===== config.mk =====
export PLATFORM = sky130hd
export DESIGN_NAME = irqc_prio_flat
export DESIGN_NICKNAME = d
export VERILOG_FILES = /design/src/rtl/irqc_prio_if.sv /design/src/rtl/irqc_prio.sv /design/src/flat_wrapper.sv
export SDC_FILE = /design/constraint.sdc
export NUM_CORES = 1
export LEC_CHECK = 0
export CORE_MARGIN = 3
export CORE_UTILIZATION = 30
export CTS_CLUSTER_DIAMETER = 40
export DETAILED_ROUTE_END_ITERATION = 10
export PLACE_DENSITY = 0.66
export RECOVER_POWER = 50
export SYNTH_ARGS = -nofsm -noshare
export SYNTH_HDL_FRONTEND = slang
export SYNTH_SLANG_ARGS = --single-unit

===== constraint.sdc =====
create_clock -name clk_i -period 6.3 [get_ports clk_i]
set_input_delay 0.63 -clock clk_i [delete_from_list [all_inputs] [get_ports clk_i]]
set_output_delay 0.63 -clock clk_i [all_outputs]
set_load 0.02 [all_outputs]

===== src/rtl/irqc_prio_if.sv =====
`timescale 1ns/1ps
// Wishbone slave bus of the priority interrupt controller: single-beat cycles,
// 32-bit data, 3-bit word address.
interface irqc_prio_if;
    logic        cyc_i;
    logic        stb_i;
    logic        we_i;
    logic [2:0]  adr_i;
    logic [3:0]  sel_i;
    logic [31:0] dat_i;
    logic        ack_o;
    logic [31:0] dat_o;

    modport master (output cyc_i, stb_i, we_i, adr_i, sel_i, dat_i, input ack_o, dat_o);
    modport slave  (input cyc_i, stb_i, we_i, adr_i, sel_i, dat_i, output ack_o, dat_o);
endinterface


===== src/rtl/irqc_prio.sv =====
`timescale 1ns/1ps
// Prioritised interrupt controller: per-source priority, level/edge capture,
// optional input synchroniser and a non-preemptive request/acknowledge handshake.
module irqc_prio #(
    parameter int unsigned IW       = 4,
    parameter logic [7:0]  VEC_BASE = 8'h40,
    parameter int          SYNC     = 1
) (
    input  logic          clk_i,
    input  logic          rst_i,
    irqc_prio_if.slave    wb,
    input  logic [IW-1:0] irq_in,
    output logic          irq_req,
    output logic [7:0]    irq_vec,
    output logic [2:0]    irq_lvl,
    input  logic          irq_ack
);

    typedef enum logic [1:0] {IDLE, REQ, GAP} state_t;

    state_t        state, state_nx;
    logic [IW-1:0] s, prev, pending, enable, edge_mode;
    logic [IW-1:0] elig, w1c, ack_clr, clr, lane_mask, wdata;
    logic [2:0]    prio [IW];
    logic [3:0]    cur_idx, idx_nx, win_idx;
    logic [2:0]    win_lvl, lvl_nx;
    logic [7:0]    vec_nx;
    logic          req_nx, win_any, cur_elig, cur_edge;
    logic          fire, wr;
    logic [31:0]   rd_data, prio_rd0, prio_rd1;

    if (SYNC != 0) begin : g_sync
        logic [IW-1:0] sync1, sync2;
        always_ff @(posedge clk_i) begin
            if (rst_i) begin
                sync1 <= '0;
                sync2 <= '0;
            end else begin
                sync1 <= irq_in;
                sync2 <= sync1;
            end
        end
        assign s = sync2;
    end else begin : g_nosync
        assign s = irq_in;
    end

    assign fire = wb.cyc_i & wb.stb_i & ~wb.ack_o;
    assign wr   = fire & wb.we_i;

    always_comb begin
        lane_mask = '0;
        for (int i = 0; i < IW; i++) lane_mask[i] = wb.sel_i[i/8];
    end

    assign wdata   = wb.dat_i[IW-1:0] & lane_mask;
    assign w1c     = (wr && wb.adr_i == 3'd0) ? wdata : '0;
    assign clr     = w1c | ack_clr;

    always_comb begin
        elig = '0;
        for (int i = 0; i < IW; i++) elig[i] = pending[i] & enable[i] & (prio[i] != 3'd0);
    end

    // Strictly-greater compare keeps the lowest index on a priority tie.
    always_comb begin
        win_any = 1'b0;
        win_idx = '0;
        win_lvl = '0;
        for (int i = 0; i < IW; i++) begin
            if (elig[i] && prio[i] > win_lvl) begin
                win_any = 1'b1;
                win_idx = 4'(i);
                win_lvl = prio[i];
            end
        end
    end

    always_comb begin
        cur_elig = 1'b0;
        cur_edge = 1'b0;
        for (int i = 0; i < IW; i++) begin
            if (cur_idx == 4'(i)) begin
                cur_elig = elig[i];
                cur_edge = edge_mode[i];
            end
        end
    end

    always_comb begin
        prio_rd0 = '0;
        prio_rd1 = '0;
        for (int i = 0; i < IW; i++) begin
            if (i < 8) prio_rd0[4*(i%8) +: 3] = prio[i];
            else       prio_rd1[4*(i%8) +: 3] = prio[i];
        end
    end

    always_comb begin
        rd_data = '0;
        case (wb.adr_i)
            3'd0:    rd_data[IW-1:0] = pending;
            3'd1:    rd_data[IW-1:0] = enable;
            3'd2:    rd_data[IW-1:0] = edge_mode;
            3'd4:    rd_data = prio_rd0;
            3'd5:    rd_data = prio_rd1;
            3'd6:    rd_data = {irq_req, 12'b0, irq_lvl, 8'b0, irq_vec};
            default: rd_data = '0;
        endcase
    end

    // NOTE: every output of this process gets a default first, so no path leaves one unassigned.
    always_comb begin
        state_nx = state;
        req_nx   = irq_req;
        vec_nx   = irq_vec;
        lvl_nx   = irq_lvl;
        idx_nx   = cur_idx;
        ack_clr  = '0;
        case (state)
            IDLE: begin
                if (win_any) begin
                    state_nx = REQ;
                    req_nx   = 1'b1;
                    vec_nx   = VEC_BASE + {4'b0, win_idx};
                    lvl_nx   = win_lvl;
                    idx_nx   = win_idx;
                end
            end
            REQ: begin
                if (irq_ack) begin
                    state_nx = GAP;
                    req_nx   = 1'b0;
                    if (cur_edge) ack_clr = IW'(1) << cur_idx;
                end else if (!cur_elig) begin
                    state_nx = GAP;
                    req_nx   = 1'b0;
                end
            end
            GAP:     state_nx = IDLE;
            default: state_nx = IDLE;
        endcase
    end

    always_ff @(posedge clk_i) begin
        if (rst_i) begin
            state   <= IDLE;
            irq_req <= 1'b0;
            irq_vec <= '0;
            irq_lvl <= '0;
            cur_idx <= '0;
        end else begin
            state   <= state_nx;
            irq_req <= req_nx;
            irq_vec <= vec_nx;
            irq_lvl <= lvl_nx;
            cur_idx <= idx_nx;
        end
    end

    always_ff @(posedge clk_i) begin
        if (rst_i) begin
            wb.ack_o  <= 1'b0;
            wb.dat_o  <= '0;
            prev      <= '0;
            pending   <= '0;
            enable    <= '0;
            edge_mode <= '0;
            for (int i = 0; i < IW; i++) prio[i] <= '0;
        end else begin
            wb.ack_o <= fire;
            if (fire) wb.dat_o <= rd_data;
            prev <= s;
            // NOTE: a fresh rising edge outranks a same-cycle clear, so no edge is ever lost.
            for (int i = 0; i < IW; i++) begin
                if (edge_mode[i]) pending[i] <= (pending[i] & ~clr[i]) | (s[i] & ~prev[i]);
                else              pending[i] <= s[i];
            end
            if (wr) begin
                if (wb.adr_i == 3'd1) enable    <= (enable & ~lane_mask) | wdata;
                if (wb.adr_i == 3'd2) edge_mode <= (edge_mode & ~lane_mask) | wdata;
                for (int i = 0; i < IW; i++) begin
                    if (wb.adr_i == ((i < 8) ? 3'd4 : 3'd5) && wb.sel_i[(i%8)/2])
                        prio[i] <= wb.dat_i[4*(i%8) +: 3];
                end
            end
        end
    end

endmodule


===== src/flat_wrapper.sv =====
// flat-port wrapper written by rule: the top's interface ports become plain ports
module irqc_prio_flat 
#(
    parameter int unsigned IW       = 4,
    parameter logic [7:0]  VEC_BASE = 8'h40,
    parameter int          SYNC     = 1
)
  (clk_i, rst_i, irq_in, irq_req, irq_vec, irq_lvl, irq_ack, wb_cyc_i, wb_stb_i, wb_we_i, wb_adr_i, wb_sel_i, wb_dat_i, wb_ack_o, wb_dat_o);
  irqc_prio_if wb_i ();
  input  logic clk_i;
  input  logic rst_i;
  input  logic [IW-1:0] irq_in;
  output logic irq_req;
  output logic [7:0] irq_vec;
  output logic [2:0] irq_lvl;
  input  logic irq_ack;
  input wire logic [$bits(wb_i.cyc_i)-1:0] wb_cyc_i;
  input wire logic [$bits(wb_i.stb_i)-1:0] wb_stb_i;
  input wire logic [$bits(wb_i.we_i)-1:0] wb_we_i;
  input wire logic [$bits(wb_i.adr_i)-1:0] wb_adr_i;
  input wire logic [$bits(wb_i.sel_i)-1:0] wb_sel_i;
  input wire logic [$bits(wb_i.dat_i)-1:0] wb_dat_i;
  output wire logic [$bits(wb_i.ack_o)-1:0] wb_ack_o;
  output wire logic [$bits(wb_i.dat_o)-1:0] wb_dat_o;
  assign wb_i.cyc_i = wb_cyc_i;
  assign wb_i.stb_i = wb_stb_i;
  assign wb_i.we_i = wb_we_i;
  assign wb_i.adr_i = wb_adr_i;
  assign wb_i.sel_i = wb_sel_i;
  assign wb_i.dat_i = wb_dat_i;
  assign wb_ack_o = wb_i.ack_o;
  assign wb_dat_o = wb_i.dat_o;
  irqc_prio #(.IW(IW), .VEC_BASE(VEC_BASE), .SYNC(SYNC)) u_core (.clk_i(clk_i), .rst_i(rst_i), .wb(wb_i), .irq_in(irq_in), .irq_req(irq_req), .irq_vec(irq_vec), .irq_lvl(irq_lvl), .irq_ack(irq_ack));
endmodule

==> results of run 1 <==
-- cell usage in the layout (no fill, tap or decap), drive strengths merged, types with 7 or more instances in the layout --
cell and count:
a21oi 11, a22oi 17, and2 12, clkbuf 14, clkdlybuf4s50 26, conb 20, dfxtp 51, dlygate4sd3 25
edfxtp 12, ha 9, inv 9, mux2i 15, nand2 22, nor2 36, nor2b 22, nor3 7
o21ai 8
-- through the flow --
step / hold WS, ns / instances / utilization
floorplan: 0.414 / 340 / -
global placement: 0.418 / 490 / 0.366
finish: 0.437 / 506 / 0.383
CTS: 0.445 / 506 / 0.383
detailed placement: 0.429 / 490 / 0.366
global route: 0.459 / 506 / 0.383
-- power breakdown --
group	leakage, nW	total (mW)	switching, mW	internal [mW]
Clock	0.0937	0.311	0.148	0.163
Combinational	0.813	0.0635	0.0376	0.0259
Sequential	0.535	0.425	0.00652	0.418
Total	1.44	0.800	0.192	0.608
-- layout make-up --
cell class,instances,area (µm²)
flip-flops and latches,63,1380
well taps,133,166
inverters,8,30.0
repair buffers,53,522
fillers,1018,6060
clock inverters,3,16.3
multi-input cells,233,1490
clock buffers,13,159
-- cells by family (layout without fill, tap and decap cells) --
| kind of cell | Yosys count | after routing | synth area share |
|---|---|---|---|
| compound gates | 71 | 71 | 0.180 |
| flops | 63 | 63 | 0.452 |
| mux | 16 | 16 | 0.0528 |
| other cells | 1 | 20 | 0.00123 |
| buf+inv | 44 | 77 | 0.0836 |
| simple gates | 117 | 117 | 0.193 |
| fa+ha+maj | 9 | 9 | 0.0369 |
-- routing by layer --
layer  vias up  GRT usage  wire length [µm]
met5         -          0                 0
met3        15     0.0361               475
met1      1173      0.152              3070
met4         0     0.0502               165
li1       1199          -                 -
met2        77      0.201              3310
-- path summary, 6_finish.rpt --
kind                                 end  slack [ns]  depth (start not counted)
setup / recovery       u_core.irq_lvl[0]        0.90                         20
setup reg to reg       u_core.irq_lvl[0]        0.90                         20
hold reg to reg   u_core.g_sync.sync2[0]        0.44                          1
hold / removal    u_core.g_sync.sync2[0]        0.44                          1
-- worst max-delay path: stages, from the launching register on --
cell      delay [ns]
dfxtp_1         0.44
nand3_1         0.18
ha_1            0.35
nor2b_1         0.14
o21a_1          0.17
o211a_1         0.33
nor2_1          0.13
a21oi_1         0.05
ha_1            0.31
nor2b_1         0.14
o21a_1          0.17
o21ai_1         0.48
o221ai_1        0.28
o21ai_0         0.14
ha_1            0.26
nor2b_1         0.13
o21a_1          0.18
o21a_1          0.28
o41ai_4         0.74
a21oi_1         0.12
a221oi_2        0.27
==> results_dict.tcl, run 1 <==
set metrics [dict create \
    ys_seq_elements 63 \
    synth_edf_count 12 \
    nets 426 \
    rows 36 \
    syn_inst 321 \
    pre_cts_slack_ns 0.956 \
    finalWorstSetupSlack_ns 0.899 \
    crit_arrival_ns 5.62 \
    drive_gt1_frac 0.0590 \
    h-tree-depth 3 \
    outcome "finished with violations" \
    ys_async_sr_fraction 0 \
    avgRoutedWirePerCell_um 13.9 \
    grt_max_degree 56 \
    slew_violations 56 \
    syn_area_per_cell_um2 9.51 \
    die_area_mm2 0.0114 \
    post_cts_buffers 0 \
    hold_class "reg -> reg" \
    r2r-start "u_core.pending[0]" \
    power_density_mw_per_mm2 213 \
    fin_area_mm2 0.00376 \
    dieHeight_um 107 \
    tightest_slew_ns 2.37 \
    worstSetupStartpointType "flip-flop" \
    ys_seq_area_frac 0.452 \
    grt_pass1_wl_mm 11.2 \
    fin_crit_sh 0.857 \
    hold_viol_final 0 \
    hp-start "u_core.g_sync.sync1[0]" \
    first_pass_iters 4 \
    ys_types 49 \
    die_w_um 107 \
    ios 94 \
    cp_max_fo 12 \
    fin_tns_setup_ns 0 \
    p_total_mw 0.800 \
    clockRootBuffer "clkbuf_8" \
    io_buffers 52 \
    initial_core_util 0.311 \
    yosys.area.top_type "dfxtp_1" \
    skew_ns 0.00779 \
    cts_tree "yes" \
    yosysWarnings 0 \
    yosys-top-cells-area "dfxtp_1, edfxtp_1, buf_4" \
    synthTopCellsByCount "dfxtp_1, nor2_1, nand2_1, nor2b_1, buf_4" \
    diodes 0 \
    clock-sinks 63 \
    rsz0062_at_grt "no" \
    via_per_inst 4.87 \
    drc 0 \
    slew_headroom -0.582 \
    gp_congestion 0.848 \
    core_region_area_mm2 0.00982 \
    postPlaceCellArea_mm2 0.00359 \
    synth-main-ff-cell "dfxtp_1" \
    grt_use_total 0.123 \
    finalSetupViolCount 0 \
    violations "capacitance limit, slew limit" \
    vias 2464 \
    required_ns 6.52 \
    yosysMostFrequentCell "dfxtp_1" \
    drtIter0Drc 128 \
    leakagePower_nw 1.44 \
    drv_cap 1 \
    cts-resized-gates 0 \
    fmax_mhz 185 \
    clk_latency_ns 0.33 \
    antenna_left 0 \
    period_needed_ns 5.40 \
    first_global_vias 2302 \
    wl_mm 7.02 \
    hold_buffers 0 \
    path_clk_slew_ns 0.07 \
    syn2layout_area_growth_pct 23.2 \
    antenna_found_initial 0 \
    ctsLongestPathBuffers 2 \
    max-vdd-ir-drop_mv 0.0934 \
    endpoint_kind "flip-flop" \
    cts_buffers 9 \
    syn_area_mm2 0.00305 \
    critPathKind "reg -> reg" \
    synth_top_cell_area_share 0.334 \
    grt_overflow 0 \
    cp-startpoint "u_core.pending[0]" \
    post-dp-hpwl_mm 5.31 \
]
Note: power is estimated with default switching activity, not from simulation.
==> run 2: changes to the inputs <==
CAP_MARGIN = 10   (was unset)
==> results of run 2 <==
No change in the layout: final DEF, timing and power equal those of run 1.
==> run 3: changes to the inputs <==
ABC_AREA = 1   (was unset)
CTS_CLUSTER_DIAMETER = unset   (was 40)
==> results_dict.tcl, run 3 <==
set metrics [dict create \
    critPathKind "reg -> reg" \
    nets 550 \
    max_stage_delay_ns 0.42 \
    period_needed_ns 4.06 \
    synth_top_cell_area_share 0.311 \
    endpoint_kind "flip-flop" \
    grt_overflow 0 \
    dieHeight_um 111 \
    syn_inst 438 \
    synth-main-ff-cell "dfxtp_1" \
    syn_area_mm2 0.00329 \
    yosysWarnings 0 \
    busiest_layer "met2" \
    cts-resized-gates 0 \
    cts_buffers 9 \
    ys_types 37 \
    ff2ff_setup_slack_ns 2.24 \
    die_w_um 111 \
    io_buffers 52 \
    ys_seq_elements 63 \
    rows 37 \
    fmax_mhz 246 \
    clock-sinks 63 \
    crit_arrival_ns 4.30 \
    hold_buffers 0 \
    grt.met1_usage 0.154 \
    ys_seq_area_frac 0.420 \
    gp_congestion 0.856 \
    grt_pass1_wl_mm 13.0 \
    yosys.area.top_type "dfxtp_1" \
    syn_area_per_cell_um2 7.50 \
    path_clk_slew_ns 0.07 \
    use_met2 0.224 \
    yosysMostFrequentCell "nand2_1" \
    wl_mm 7.53 \
    slew_headroom -0.412 \
    hp-start "u_core.g_sync.sync1[3]" \
    first_pass_iters 4 \
    hold_end "u_core.g_sync.sync2[3]" \
    fin_crit_sh 0.645 \
    timing.hold.ws_ns 0.402 \
    avgRoutedWirePerCell_um 11.9 \
    cp-startpoint "u_core.prio[0][2]" \
    leakagePower_nw 1.82 \
    ios 94 \
    grt_max_degree 44 \
    power_density_mw_per_mm2 208 \
    ctsLongestPathBuffers 2 \
    synth_edf_count 12 \
    slew_violations 44 \
    yosys-top-cells-area "dfxtp_1, edfxtp_1, nand2_1" \
    required_ns 6.54 \
    cp_common_cell "nand2_1" \
    worstSetupStartpointType "flip-flop" \
    drtIter0Drc 119 \
    rr_worst_depth 29 \
    antenna_left 0 \
    syn2layout_area_growth_pct 23.6 \
    post-dp-hpwl_mm 5.85 \
    whs_path_depth 2 \
    core_region_area_mm2 0.0105 \
    cp_max_fo 11 \
    multi_input_area_mm2 0.00151 \
    rsz0062_at_grt "no" \
    drive_gt1_frac 0.0986 \
    final_cell_mix "nand2_1, inv_1, nor2_1" \
    r2r-start "u_core.prio[0][2]" \
    cts_tree "yes" \
    hold_class "reg -> reg" \
    die_area_mm2 0.0122 \
    nFillCells 1110 \
    antenna_found_initial 0 \
    h-tree-depth 3 \
    grt_use_met3 0.0366 \
    violations "capacitance limit, slew limit" \
    post_cts_buffers 0 \
    slowest_stage "edfxtp_1" \
    r2r_end "u_core.irq_lvl[1]" \
    finalSetupViolCount 0 \
    drc 0 \
    regArea_mm2 0.00138 \
    grt_use_total 0.130 \
    vias 2803 \
    fin_tns_setup_ns 0 \
    drv_cap 1 \
    clockRootBuffer "clkbuf_8" \
    outcome "finished with violations" \
    skew_ns 0.00771 \
    first_global_vias 2801 \
    clk_latency_ns 0.34 \
    synthTopCellsByCount "nand2_1, inv_1, nor2_1" \
    ys_async_sr_fraction 0 \
    hold_viol_final 0 \
    diodes 0 \
    max-vdd-ir-drop_mv 0.106 \
    initial_core_util 0.313 \
    tightest_slew_ns 2.12 \
    mostFrequentLayoutCell "nand2_1" \
    via_per_inst 4.43 \
]
==> run 3: cell type report <==
| cell class | instances | area share |
|---|---|---|
| multi-input cells | 293 | 0.372 |
| flip-flops and latches | 63 | 0.340 |
| repair buffers | 53 | 0.129 |
| inverters | 72 | 0.0666 |
| clock buffers | 14 | 0.0478 |
| well taps | 136 | 0.0419 |
| clock inverters | 2 | 0.00247 |
==> run 3: logic make-up (layout without fill, tap and decap cells) <==
group	after synthesis	in the layout	share of synthesized area
AOI/OAI and AO/OA	54	54	0.101
and+or+nand+nor	210	210	0.302
buffers and inverters	101	141	0.142
adders and majority gates	9	9	0.0343
DFF	63	63	0.420
other	1	20	0.00114
==> run 3: how the worst max path moves through the flow <==
| stage | to | slack [ns] |
|---|---|---|
| finish | u_core.irq_lvl[1] | 2.24 |
| global route | u_core.irq_lvl[2] | 1.80 |
| CTS | u_core.irq_lvl[2] | 2.25 |
| detailed placement | u_core.irq_lvl[2] | 2.28 |
| global placement | u_core.irq_lvl[2] | 2.35 |
| floorplan | u_core.irq_lvl[0] | 2.70 |
==> run 3: metal layers <==
metal	wire length, µm	part of all wire	vias up
li1	-	-	1447
met1	3340	0.44	1272
met2	3620	0.48	74
met3	469	0.062	10
met4	95	0.013	0
met5	0	0	-
==> run 3: critical path: cells and delay by family, from the launching register on <==
kind,cells,cell delay (ns)
flip-flops,1,0.42
buffers and inverters,2,0.14
AND/OR/NAND/NOR,23,2.38
AO/OA/AOI/OAI,1,0.08
adder cells (fa/ha/maj),3,0.90
==> run 3: per-stage QoR <==
| step | cells | cell area [µm²] | worst slack [ns] | total power [mW] | utilization |
|---|---|---|---|---|---|
| floorplan | 457 | 3360 | 2.70 | 0.484 | - |
| global placement | 617 | 3860 | 2.35 | 0.504 | 0.367 |
| detailed placement | 617 | 3860 | 2.28 | 0.505 | 0.367 |
| CTS | 633 | 4060 | 2.25 | 0.857 | 0.387 |
| global route | 633 | 4060 | 1.80 | 0.884 | 0.386 |
| finish | 633 | 4060 | 2.24 | 0.845 | 0.386 |
==> run 3: power by group <==
| part | leakage, nW | internal [mW] | switching, mW |
|---|---|---|---|
| sequential | 0.535 | 0.419 | 0.00511 |
| combinational | 1.17 | 0.0260 | 0.0458 |
| clock | 0.108 | 0.198 | 0.152 |
| total | 1.82 | 0.642 | 0.203 |
